### src/rtl/mul_chain_sched.sv
// mul_chain_sched: sequences one operand batch at a time through the six-lane multiplier chain
module mul_chain_sched #(
    parameter int STAGE_LAT = 3,
    parameter int TIMEOUT   = 16,
    parameter int TAG_W     = 8
) (
    input  logic             clk,
    input  logic             rst,
    input  logic             in_valid,
    output logic             in_ready,
    input  logic [1:0]       in_mode,
    input  logic [383:0]     in_ops,
    input  logic [TAG_W-1:0] in_tag,
    output logic [383:0]     mc_ins,
    output logic [1:0]       mc_mode,
    output logic             mc_stb,
    input  logic [191:0]     mc_outputs,
    input  logic [5:0]       mc_final_stbs,
    output logic             out_valid,
    input  logic             out_ready,
    output logic [191:0]     out_data,
    output logic [2:0]       out_count,
    output logic [TAG_W-1:0] out_tag,
    output logic             out_err,
    output logic             busy,
    output logic [15:0]      batch_cnt
);
    localparam int CW = $clog2(5 * STAGE_LAT + TIMEOUT + 1);

    typedef enum logic [1:0] {IDLE, RUN, OUT} state_t;

    state_t        state;
    logic [CW-1:0] cnt;
    logic [CW-1:0] nom;
    logic [5:0]    mask;
    logic [191:0]  cmp;
    logic [2:0]    cmp_count;
    logic          hit;
    logic          expired;

    assign busy = state != IDLE;

    // Mode-dependent latency, completion mask and lane-to-slot compaction of the chain results
    always_comb begin
        nom = CW'(STAGE_LAT) * (mc_mode == 2'd0 ? CW'(1) : mc_mode == 2'd1 ? CW'(2) : mc_mode == 2'd2 ? CW'(3) : CW'(5));
        mask = mc_mode == 2'd0 ? 6'b111111 : mc_mode == 2'd1 ? 6'b101010 : mc_mode == 2'd2 ? 6'b100100 : 6'b010000;
        cmp = mc_mode == 2'd0 ? mc_outputs
            : mc_mode == 2'd1 ? {96'd0, mc_outputs[191:160], mc_outputs[127:96], mc_outputs[63:32]}
            : mc_mode == 2'd2 ? {128'd0, mc_outputs[191:160], mc_outputs[95:64]}
            : {160'd0, mc_outputs[159:128]};
        cmp_count = mc_mode == 2'd0 ? 3'd6 : mc_mode == 2'd1 ? 3'd3 : mc_mode == 2'd2 ? 3'd2 : 3'd1;
        // Strobes before the nominal latency are stale or partial and must not complete the batch
        hit = cnt >= nom && (mc_final_stbs & mask) == mask;
        expired = cnt == nom + CW'(TIMEOUT);
    end

    // Accept a batch, hold the chain inputs through RUN, then present the result until taken
    always_ff @(posedge clk or negedge rst) begin
        if (!rst) begin
            state     <= IDLE;
            in_ready  <= 1'b1;
            mc_stb    <= 1'b0;
            mc_ins    <= '0;
            mc_mode   <= '0;
            out_valid <= 1'b0;
            out_data  <= '0;
            out_count <= '0;
            out_tag   <= '0;
            out_err   <= 1'b0;
            batch_cnt <= '0;
            cnt       <= '0;
        end else begin
            case (state)
                IDLE: if (in_valid) begin
                    state    <= RUN;
                    in_ready <= 1'b0;
                    mc_stb   <= 1'b1;
                    mc_ins   <= in_ops;
                    mc_mode  <= in_mode;
                    out_tag  <= in_tag;
                    cnt      <= '0;
                end
                RUN: begin
                    cnt <= cnt + 1'b1;
                    if (hit || expired) begin
                        state     <= OUT;
                        mc_stb    <= 1'b0;
                        out_valid <= 1'b1;
                        out_data  <= cmp;
                        out_count <= cmp_count;
                        out_err   <= !hit;
                    end
                end
                OUT: if (out_ready) begin
                    state     <= IDLE;
                    out_valid <= 1'b0;
                    in_ready  <= 1'b1;
                    batch_cnt <= batch_cnt + 1'b1;
                end
                default: state <= IDLE;
            endcase
        end
    end
endmodule

### config.mk
export PLATFORM = sky130hd
export DESIGN_NAME = mul_chain_sched
export DESIGN_NICKNAME = d
export VERILOG_FILES = /design/src/rtl/mul_chain_sched.sv
export SDC_FILE = /design/constraint.sdc
export NUM_CORES = 1
export LEC_CHECK = 0
export BUFFER_PORTS_ARGS = -buffer_cell sky130_fd_sc_hd__buf_2
export CORE_AREA = 2 2 467 469
export CTS_BUF_LIST = sky130_fd_sc_hd__clkbuf_4 sky130_fd_sc_hd__clkbuf_8
export CTS_CLUSTER_DIAMETER = 200
export DETAILED_ROUTE_END_ITERATION = 10
export DIE_AREA = 0 0 469 471
export HOLD_SLACK_MARGIN = 0.08
export PLACE_DENSITY = 0.3
export SYNTH_ARGS = -nofsm -noshare
export SYNTH_HDL_FRONTEND = slang
export SYNTH_SLANG_ARGS = --single-unit
### constraint.sdc
create_clock -name clk -period 2.82 [get_ports clk]
set_input_delay 0.564 -clock clk [delete_from_list [all_inputs] [get_ports clk]]
set_output_delay 0.564 -clock clk [all_outputs]
set_load 0.01 [all_outputs]
==> out/metrics.cfg <==
[sta]
fin_crit_ns=2.77
slew_headroom=0.533
slew_viol_final=0
setup_tns_ns=0
worstMarginPinSlew_ns=0.698
rsz0062_at_grt=yes
clock.fmax_ghz=0.361
setup-violations-final=0
finalCritPeriodShare=0.982
timing.hold.ws_ns=0.234
worst_clock_skew_ns=0.0396
finalHoldViolCount=0

[worst_setup_path]
critical-path-max-stage-delay_ns=0.41
crit-reg2reg-launch=mc_mode[0]
worst_setup_path_end_kind=flip-flop
cp_max_fo=9
timing.rr.end=out_data[26]
worst_ep_required_time_ns=3.58
critPathTopFamily=compound AO/OA/AOI/OAI gates
critPathBufInv=5
reg2reg_depth=11
start_kind=flip-flop
critPathKind=flip-flop to flip-flop
worstPathArrival_ns=3.52
reg2reg_slack_ns=0.05
crit_path_top_delay_cell=a2111oi_4
cp_cell_sequence=buf_6 -> ha_4 -> or2_4 -> buf_6 -> a2111oi_4 -> o211ai_2 -> a31oi_4 -> buf_12 -> buf_16 -> buf_12 -> mux2_2

[final_layout]
stdcell_area_um2=45300
areaGrowthSynthToFinish_pct=75.9
seqCellArea_um2=15400
drive_above_1_share=0.351
most-common-layout-cells=nand2_1, buf_2, dfrtp_1, dlygate4sd3_1, clkbuf_8
multi_input_area_um2=9820
layout_commonest_cell=nand2_1
fin_util=0.210
final.fill_count=24300
layout.nets=5259

[power_and_ir_drop]
p_switching_mw=20.0
pwr-share-seq=0.323
p_sw_frac=0.423
clockPowerShare=0.231
p_int_mw=27.3
p_per_area_nw_per_um2=1040
ir_drop_mv=0.433
power_mw=47.3
pwr-share-comb=0.446
p_leak_nw=23.3

[logic_synthesis]
synthArstFlopShare=1.00
synth_area_um2=25800
synthDistinctLibCells=38
syn_nets=3385
synth-seq-cells=616
synth_cells=2776
synth_warnings=0
synth_edf_count=0
ys.flop_type=dfrtp_1
synth.avg_cell_area_um2=9.28
ys_seq_area_frac=0.598

[route]
ant_nets=0
met1Wirelength_um=66800
post-route-drc-count=0
highest_layer=met5
totalWireLength_um=156000
drtIter0Drc=1177
via_count=27300
wl_met2_um=74600
dr.pass1.iters=5
met3WireLength_um=11200
vias_per_cell=3.58
wl_per_cell_um=20.5

[die]
die_area_um2=221000
fp.dieH_um=471
io_pins=1206
core_area_um2=216000
row_count=171
dieWidth_um=469
initial_core_util=0.119

[global_routing]
grt_pass1_vias=29100
grt_pass1_wl_um=217000
grt_max_degree=121
overflow=0
antenna_found_initial=45
grt_usage=0.136

[worst_hold_path]
holdPathEnd=out_data[183]
min_path_type=primary input to flip-flop
hold_start=mc_outputs[183]
whs_path_depth=3

[placement]
dp_hpwl_um=119000
globalplace.congestion=0.836
placed_area_um2=36000
io_buffers=1205

[clock_network]
cts.path.max_buffers=3
cts.sinks=616
cts_buffers=136
clkLatencyLatePin_ns=0.87
cts_tree=built
cts_max_level=4
clockRootBuffer=clkbuf_8
clkTransAtPathRegs_ns=0.05

[status]
status=completed

[flow_run]
maxCapViolCount=0

[metal layers]
| layer | track usage | up-vias |
|---|---|---|
| li1 | - | 12800 |
| met3 | 0.0428 | 238 |
| met5 | 0 | - |
| met2 | 0.225 | 961 |
| met1 | 0.168 | 13200 |
| met4 | 0.0391 | 32 |
[cell families (layout without fill, tap and decap cells)]
group | count (synthesis) | count (layout) | synth area share
AOI/OAI and AO/OA | 279 | 279 | 0.0706
DFF | 616 | 616 | 0.598
buffers and inverters | 192 | 2166 | 0.0296
adders and majority gates | 13 | 13 | 0.00631
and+or+nand+nor | 1532 | 1532 | 0.235
other | 0 | 18 | 0
xor gates and xnor gates | 15 | 15 | 0.00510
muxes | 129 | 129 | 0.0548
[tightest hold or removal path, cell delays in order]
cell and delay (ns):
buf_2 0.20, and3_1 0.18, a22o_1 0.11
[worst max path at each step]
stage	startpoint	end	slack [ns]	cells past startpoint
after floorplan	mc_mode[1]	out_data[67]	0.02	12
after global placement	mc_mode[0]	out_data[51]	-0.05	10
after detailed placement	mc_mode[0]	out_data[9]	-0.04	10
after CTS	mc_mode[1]	out_data[66]	0.02	8
after global routing	mc_mode[0]	out_data[88]	-0.04	11
final	mc_mode[0]	out_data[26]	0.05	11
[area by class of cell]
type / count / area share
sequential: 616 / 0.340
timing repair buffer: 1923 / 0.299
multi-input combinational: 1968 / 0.217
tap: 2854 / 0.0788
clock buffer: 213 / 0.0582
clock inverter: 25 / 0.00610
antenna: 18 / 0.000994
inverter: 5 / 0.000442
[through the flow]
stage | instances | worst slack, ns
finish | 7622 | 0.0518
global route | 7618 | -0.0392
CTS | 7592 | 0.0171
detailed placement | 6763 | -0.0367
global placement | 6763 | -0.0461
floorplan | 2776 | 0.0161
[timing repair]
| action | 4_1_cts | 5_1_grt |
|---|---|---|
| cloned | 0 | 7 |
| pin swaps | 1 | 2 |
| endpoints found under the hold margin | 810 | 0 |
| resized for setup | 1 | 47 |
| setup endpoints to repair | 48 | 134 |
| hold buffers | 591 | 0 |
| setup buffers | 0 | 5 |
[cells in the mapped netlist (3+ instances only)]
master     number  share of area
and3_1         66          0.016
buf_1          13         0.0019
mux2i_1        32          0.012
inv_1           5        0.00073
nor2b_1         3        0.00073
mux2_2         68          0.030
nor2_1         13         0.0019
nand4_1         7         0.0017
o2bb2ai_1      65          0.022
nand3_1        72          0.014
buf_2          12         0.0023
nand2_1      1358           0.20
clkbuf_1      158          0.023
xor2_1          4         0.0014
a21oi_1        34         0.0066
o21ai_0       140          0.027
mux2_1         29          0.013
ha_1           13         0.0063
nand2b_1        6         0.0015
xnor2_1        11         0.0037
buf_6           3         0.0013
a22o_1         34          0.012
dfrtp_1       615           0.60
[registers in the layout (all words and copies together), names as in the netlist]
signal,count
batch_cnt,16
cnt,5
in_ready,1
mc_ins,384
mc_mode,2
mc_stb,1
out_count,3
out_data,192
out_err,1
out_tag,8
out_valid,1
state,2
[power by group through the flow]
stage	logic, mW	registers, mW	clock network, mW
3_3_place_gp	20.1	15.4	0
3_5_place_dp	20.2	15.4	0
6_report	21.1	15.3	10.9
4_1_cts	21.0	15.3	11.5
2_1_floorplan	7.69	16.8	0
5_1_grt	23.1	15.8	11.9
(Power assumes the default switching activity.)
